`config.mk`:
```
export PLATFORM = sky130hd
export DESIGN_NAME = conversion_bcd_binaire
export DESIGN_NICKNAME = d
export VERILOG_FILES = /design/src/rtl/conversion_bcd_binaire.sv
export SDC_FILE = /design/constraint.sdc
export NUM_CORES = 1
export LEC_CHECK = 0
export CAP_MARGIN = 20
export CORE_UTILIZATION = 45
export DETAILED_ROUTE_END_ITERATION = 8
export PLACE_DENSITY_LB_ADDON = 0.08
export SYNTH_ARGS = -nofsm -noshare
export SYNTH_HDL_FRONTEND = slang
export SYNTH_SLANG_ARGS = --single-unit
```
`constraint.sdc`:
```
create_clock -name count -period 2.2 [get_ports count]
set_input_delay 0.22 -clock count [delete_from_list [all_inputs] [get_ports count]]
set_output_delay 0.22 -clock count [all_outputs]
set_load 0.005 [all_outputs]
```
`src/rtl/conversion_bcd_binaire.sv`:
```
// Purpose: converts three captured BCD digits (hundreds, tens, units) into a
//          non-negative binary value 0..999 using shift-and-add times ten.
// Ports:
//   count    - clock, rising edge active
//   reset    - asynchronous active-high reset
//   start    - conversion request, sampled only when idle
//   centaine - BCD hundreds digit
//   dizaine  - BCD tens digit
//   unite    - BCD units digit
//   valeur   - registered converted value, held until the next successful conversion
//   done     - one-cycle pulse at the end of each accepted request
//   busy     - high while a conversion is in progress
//   erreur   - registered flag, last request held a digit greater than 9
module conversion_bcd_binaire #(
  parameter int unsigned WIDTH = 12
) (
  input  logic                    count,
  input  logic                    reset,
  input  logic                    start,
  input  logic [3:0]              centaine,
  input  logic [3:0]              dizaine,
  input  logic [3:0]              unite,
  output logic signed [WIDTH-1:0] valeur,
  output logic                    done,
  output logic                    busy,
  output logic                    erreur
);

  localparam int unsigned DIGIT_W = 4;

  typedef enum logic [2:0] {
    IDLE  = 3'd0,
    CHECK = 3'd1,
    CENT  = 3'd2,
    DIZ   = 3'd3,
    UNIT  = 3'd4
  } state_t;

  state_t               state_q,  state_d;
  logic [DIGIT_W-1:0]   cent_q,   cent_d;
  logic [DIGIT_W-1:0]   diz_q,    diz_d;
  logic [DIGIT_W-1:0]   unit_q,   unit_d;
  logic [WIDTH-1:0]     acc_q,    acc_d;
  logic [WIDTH-1:0]     valeur_q, valeur_d;
  logic                 done_q,   done_d;
  logic                 busy_q,   busy_d;
  logic                 erreur_q, erreur_d;

  // Multiply by ten as 8a + 2a, kept in WIDTH bits.
  function automatic logic [WIDTH-1:0] times_ten(input logic [WIDTH-1:0] a);
    return (a << 3) + (a << 1);
  endfunction

  // Next-state and datapath.
  always_comb begin
    state_d  = state_q;
    cent_d   = cent_q;
    diz_d    = diz_q;
    unit_d   = unit_q;
    acc_d    = acc_q;
    valeur_d = valeur_q;
    erreur_d = erreur_q;
    done_d   = 1'b0;

    case (state_q)
      IDLE: begin
        if (start) begin
          cent_d   = centaine;
          diz_d    = dizaine;
          unit_d   = unite;
          erreur_d = 1'b0;
          state_d  = CHECK;
        end
      end
      CHECK: begin
        if ((cent_q > 4'd9) || (diz_q > 4'd9) || (unit_q > 4'd9)) begin
          erreur_d = 1'b1;
          done_d   = 1'b1;
          state_d  = IDLE;
        end else begin
          state_d  = CENT;
        end
      end
      CENT: begin
        acc_d   = WIDTH'(cent_q);
        state_d = DIZ;
      end
      DIZ: begin
        acc_d   = times_ten(acc_q) + WIDTH'(diz_q);
        state_d = UNIT;
      end
      UNIT: begin
        valeur_d = times_ten(acc_q) + WIDTH'(unit_q);
        done_d   = 1'b1;
        state_d  = IDLE;
      end
      default: state_d = IDLE;
    endcase

    // Registered busy tracks the state register exactly.
    busy_d = (state_d != IDLE);
  end

  always_ff @(posedge count or posedge reset) begin
    if (reset) begin
      state_q  <= IDLE;
      cent_q   <= '0;
      diz_q    <= '0;
      unit_q   <= '0;
      acc_q    <= '0;
      valeur_q <= '0;
      done_q   <= 1'b0;
      busy_q   <= 1'b0;
      erreur_q <= 1'b0;
    end else begin
      state_q  <= state_d;
      cent_q   <= cent_d;
      diz_q    <= diz_d;
      unit_q   <= unit_d;
      acc_q    <= acc_d;
      valeur_q <= valeur_d;
      done_q   <= done_d;
      busy_q   <= busy_d;
      erreur_q <= erreur_d;
    end
  end

  assign valeur = $signed(valeur_q);
  assign done   = done_q;
  assign busy   = busy_q;
  assign erreur = erreur_q;

endmodule

```
# Word level (Yosys, flattened, before mapping)
# Index checks and enable logic that the tools add are counted.
# op_classes
addsub	3
n_mul	0
div	0
n_lt_le_gt_ge	3
n_eq_ne	6
shift	0
mux	9
n_bitwise	0
n_reduce_logical	8
# op_table
cell	n
$pmux 11 s2	1
$add 12x12->12	1
$add 12x4->12	1
$gt 4x4->1 const B	3
$pmux 3 s4	1
$add 11x4->11	1
$eq 3x2->1 const B	2
$ne 2x2->1 const B	2
$pmux 1 s2	2
$reduce_bool 2->1	2
$eq 3x1->1 const B	1
$eq 3x3->1 const B	1
$logic_not 3->1	1
$mux 1	3
$mux 3	1
$reduce_and 3->1	1
$reduce_bool 3->1	1
$logic_or 1x1->1	2
$mux 2	1
$reduce_and 2->1	1
# totals
reg_bits	41
latchBits	0
ramBits	0
mem_bits_ro	0
input_bits	15
out_inout_bits	15
word_cells	38
memories	0

# Longest topological paths before layout
# Gate-level depths: netlist of the first run.
# depth
word_depth	6
ltp_mapped	10
mapped_depth_nobuf	10

# Worst setup path after synthesis of the first run
# Ideal clock, no wire load.
# synth_timing
path_kind	reg2reg
startpoint	register acc_q[0]
endpoint	register acc_q[10]
setup_time_ns	0.095
t_arrival_ns	2.079
slack_ns	0.026
stages_incl_launch_ff	10
path_buffers	0
path_cell_list	dfrtp_1 > ha_1 > inv_1 > fa_1 > xnor2_1 > nand2b_1 > nor2_1 > nand3_1 > xor2_1 > o31ai_1
# synth_via
elab_chain_cells	3
# synth_rtl
item	line_no	rtl
start: declaration	43	logic [WIDTH-1:0] acc_q, acc_d;
start signal: assignment	110	acc_q <= '0;
start signal: assignment	120	acc_q <= acc_d;
$add 12x12->12	--	
$add 11x4->11	89	acc_d = times_ten(acc_q) + WIDTH'(diz_q);
$pmux 11 s2	65	case (state_q)
# No other way between the ends.
# A chain may end at the register's enable or synchronous reset.

# Worst setup path in the final report of the first run
# layout_timing
startpoint	register acc_q[2]
endpoint	register valeur_q[11], in the netlist valeur[11]
# layout_via
elab_chain_cells	2
# layout_rtl
item	line_no	rtl
$add 12x12->12	51	return (a << 3) + (a << 1);
$add 12x4->12	93	valeur_d = times_ten(acc_q) + WIDTH'(unit_q);
end signal: assignment	121	valeur_q <= valeur_d;
end: declaration	44	logic [WIDTH-1:0] valeur_q, valeur_d;
# No other way between the ends.

==> reports/qor.log, run 1 <==
[run_status] status finished with violations
[run_status] violations in the final reports negative setup slack
[critical_path] startpoint kind of the worst setup timing path register
[pwr] share of power burned in the clock network 0.127
[sta] worst hold slack 0.3464 ns
[synth] register bit count reported by yosys 41
[die] overall die height 74.07 µm
[critical_path] reg2reg path depth 12
[placement] Port Buf Inserts 29
[critical_path] category of cells accounting for the largest share of critical-path delay adder cells
[sta] Setup Skew 0.007228 ns
[die] Initial Util 0.4821
[synth] most common library cells after synthesis 48 x sky130_fd_sc_hd__nand2_1, 41 x sky130_fd_sc_hd__dfrtp_1, 23 x sky130_fd_sc_hd__nor2_1
[clock_network] clock-pin slew reported for the worst setup and hold paths after clock tree synthesis 0.09 ns
[die] die width 74.07 µm
[critical_path] Buf+Inv Stages, Crit Path 3
[sta] normalized max-slew margin 0.6666
[synth] top area cells in the synthesized netlist sky130_fd_sc_hd__dfrtp_1 44%, sky130_fd_sc_hd__nand2_1 7.7%, sky130_fd_sc_hd__ha_1 7.5%
[clock_network] CTS Root Cell sky130_fd_sc_hd__clkbuf_8
[placement] routability congestion estimate from global placement 0.7562
[critical_path] R2R Setup Slk -0.03 ns
[critical_path] largest stage delay on the critical path 0.39 ns
[critical_path] worst-path maximum fanout 3
[synth] count of mapped cells out of synthesis 251
[critical_path] CP Capture Type register
[clock_network] insertion delay to the later sink of the worst-skew pair 0.30 ns
[die] placeable core region 4848 µm²
[sta] Least-Margin Pin Slew 0.5001 ns
[final_layout] NumNets Final 334
[synth] post-synthesis sequential area ratio 0.4390
[pwr] fraction of power consumed by sequential logic 0.273
[final_layout] Area Growth Syn to Fin 31.64%
[sta] unrepaired setup endpoints after global routing yes
[synth] number of flops mapped to enable cells by yosys 0
[synth] average footprint of a synthesized cell 9.312 µm²
[pwr] share of total power consumed by net switching 0.4132
[drt] Vias/cell 5.051
[pwr] internal cell power 2.897 mW
[placement] Cells after DPL 355
[clock_network] number of clock sinks 41
[drt] post-detailed-routing wire length 4.785 mm
[drt] Routed Antenna Nets 0
[final_layout] final-layout fill cell count 405
[synth] dominant register cell in the synthesized netlist sky130_fd_sc_hd__dfrtp_1
[pwr] Cell Pwr Density 1605 nW/µm²
[worst_hold_path] Hold/Removal Path Class in -> async
[clock_network] TritonCTS Buffers 5
[synth] share of synthesized flip-flops with an asynchronous set or reset 1.000
[die] overall die area 5486 µm²
[critical_path] slowest CP cell sky130_fd_sc_hd__dfrtp_1
[synth] syn nets 283
[synth] Syn. warnings 0
[synth] area share of the largest cell type after synthesis 0.4390
[critical_path] data required time of the worst path 2.39 ns
[global_routing] largest net degree at the start of global routing 42
[sta] min cycle time layout 2.230 ns
[synth] number of distinct library cell variants in the gate-level netlist after synthesis 34
[sta] final hold viol count 0
[pwr] power spent charging and discharging nets 2.040 mW
[clock_network] Hold Buf Count CTS 0
[global_routing] via count of the first global-routing pass 1786
[synth] netlist area before placement 2337 µm²
[synth] post-synthesis share of cell area spent on full adders, half adders and majority gates 0.1006
[critical_path] WP depth 12
[synth] post-synthesis compound-gate area fraction 0.1221
[drt] detailed-route via count 1869
[final_layout] count of non-filler cells in the finished layout 370
[drt] routed wire length per instance 12.93 µm
[synth] main combinational cell family by area after synthesis simple AND/OR/NAND/NOR gates
[pwr] Logic pwr share 0.600
[critical_path] type of the worst setup path reg -> reg
[drt] Residual DRC 0
[critical_path] Critical Path, Cell by Cell ha_2 -> inv_2 -> fa_2 -> nor2b_2 -> o2111ai_2 -> nand3b_1 -> buf_4 -> buf_4 -> o31ai_2 -> xnor2_1 -> xnor2_1 -> a21oi_1
[clock_network] number of levels the H-tree was split into 2
[critical_path] arrival time of data at the critical path endpoint 2.42 ns
[final_layout] share of layout cells above drive strength 1 0.1947
[synth] top-count cell post-synth sky130_fd_sc_hd__nand2_1
[synth] share of the synthesized netlist area taken by xor and xnor gates 0.1071
[pwr] largest vdd supply drop 0.0005623 V
[sta] final worst-path setup slack -0.03027 ns
[sta] final worst-path cycle share 1.014
[die] Top Ports 30
[sta] maximum achievable frequency 448.4 MHz
[critical_path] source of the worst register-to-register timing path acc_q[2]
[placement] half-perimeter wire length after detailed placement 3.457 mm
[critical_path] Critical Path Source acc_q[2]
[sta] count of final max-slew check failures 0
[critical_path] capturing element of the worst setup path valeur[11]
[clock_network] clock tree from TritonCTS built
[global_routing] All-Layer GR Usage 0.1924
[synth] library cell with the largest summed area after synthesis sky130_fd_sc_hd__dfrtp_1
[die] Row Count 25
[pwr] Leak 1.413 nW
[synth] portion of netlist area occupied by mux cells 0.02302
[final_layout] core utilization of the finished layout 0.6346
[sta] final count of negative-setup-slack endpoints 2
[critical_path] reg2reg end valeur[11]
[global_routing] antenna violations before repair 0
[flow_run] Max Cap Viol 0
[global_routing] wire length of the first global-routing pass 7.935 mm
[final_layout] count of antenna diodes in the layout 0
[drt] DRT Pass-1 Iters 4
[global_routing] residual overflow from global routing 0
[clock_network] Max Buffers Root-to-Sink 2
[synth] simple logic cell fraction of the synthesized area 0.1745
[drt] drt first-iter violations 60
-- layer usage --
layer / track usage / share of wire / vias up / routed length, µm
li1: - / - / 939 / -
met1: 0.2703 / 0.50 / 885 / 2373
met2: 0.3020 / 0.45 / 37 / 2155
met3: 0.03659 / 0.038 / 8 / 180
met4: 0.05769 / 0.016 / 0 / 76
met5: 0 / 0 / - / 0
-- stage by stage --
stage                     instance area (µm²)  setup slack (ns)  power [mW]   TNS [ns]
final                                    3077          -0.03027       4.937   -0.05554
after floorplan                          2337           0.02595       3.047          0
after global placement                   2810         0.0008080       3.965          0
after global routing                     3077           -0.2076       5.374     -1.027
after detailed placement                 2810          -0.08949       3.998    -0.1443
after CTS                                2940         -0.002429       4.662  -0.002429
-- worst register-to-register path, cell delays in order, from the launching register on --
cell	delay, ns
sky130_fd_sc_hd__dfrtp_1	0.39
sky130_fd_sc_hd__ha_2	0.21
sky130_fd_sc_hd__inv_2	0.04
sky130_fd_sc_hd__fa_2	0.35
sky130_fd_sc_hd__nor2b_2	0.16
sky130_fd_sc_hd__o2111ai_2	0.11
sky130_fd_sc_hd__nand3b_1	0.16
sky130_fd_sc_hd__buf_4	0.13
sky130_fd_sc_hd__buf_4	0.09
sky130_fd_sc_hd__o31ai_2	0.05
sky130_fd_sc_hd__xnor2_1	0.20
sky130_fd_sc_hd__xnor2_1	0.14
sky130_fd_sc_hd__a21oi_1	0.08
-- power groups by stage --
| stage | logic, mW | registers, mW | clock network (mW) |
|---|---|---|---|
| after floorplan | 1.74 | 1.31 | 0 |
| after global placement | 2.61 | 1.36 | 0 |
| after detailed placement | 2.63 | 1.36 | 0 |
| after CTS | 2.67 | 1.35 | 0.638 |
| after global routing | 3.32 | 1.39 | 0.663 |
| final | 2.96 | 1.35 | 0.625 |
-- registers in the layout, summed over array words and instances, names as in the netlist --
register / count
unit_q: 4
cent_q: 4
done: 1
erreur: 1
state_q: 3
acc_q: 11
busy: 1
diz_q: 4
valeur: 12
-- timing repair --
item,CTS,global route
buffers inserted,1,6
pin swaps,2,14
setup endpoints to repair,3,9
resized for setup,2,22
-- cells by family (layout without fill, tap and decap cells) --
group,after synthesis,after routing
xor+xnor,26,26
mux,5,5
flops,41,41
fa+ha+maj,17,17
compound gates,48,48
simple gates,93,93
buf+inv,21,73
-- cell usage in the layout (no fill, tap or decap), types with 3 or more instances in the layout --
cell | Yosys | layout
sky130_fd_sc_hd__nand3_1 | 4 | 4
sky130_fd_sc_hd__buf_4 | 0 | 21
sky130_fd_sc_hd__xnor2_1 | 9 | 9
sky130_fd_sc_hd__clkdlybuf4s50_1 | 0 | 29
sky130_fd_sc_hd__xor2_1 | 14 | 13
sky130_fd_sc_hd__nor2_1 | 23 | 20
sky130_fd_sc_hd__dfrtp_1 | 41 | 41
sky130_fd_sc_hd__mux2_2 | 3 | 3
sky130_fd_sc_hd__o21ai_0 | 19 | 16
sky130_fd_sc_hd__nor3_1 | 5 | 4
sky130_fd_sc_hd__a21oi_1 | 18 | 18
sky130_fd_sc_hd__nand2_1 | 48 | 46
sky130_fd_sc_hd__clkbuf_8 | 0 | 5
sky130_fd_sc_hd__nand2b_1 | 4 | 4
sky130_fd_sc_hd__ha_1 | 14 | 13
sky130_fd_sc_hd__buf_6 | 0 | 3
sky130_fd_sc_hd__inv_1 | 12 | 11
-- how the worst min path moves through the flow --
stage,to,slack [ns]
2_1_floorplan,cent_q[0],0.33
3_3_place_gp,cent_q[0],0.46
3_5_place_dp,cent_q[0],0.46
4_1_cts,diz_q[3],0.37
5_1_grt,unit_q[1],0.43
6_report,diz_q[1],0.35
-- cell type report --
class,count,area [µm²],share of cell area
clock buffers,5,68.82,0.02237
clock inverters,3,46.29,0.01505
inverters,12,45.04,0.01464
repair buffers,53,481.7,0.1566
well taps,67,83.83,0.02725
multi-input cells,189,1325,0.4307
flip-flops and latches,41,1026,0.3335
No activity file was read; power rests on OpenSTA's default activity.
==> run 2, diff against run 1 <==
Settings changed: SLEW_MARGIN set to 10.
==> results of run 2 <==
No change in the layout: final DEF, timing and power equal those of run 1.
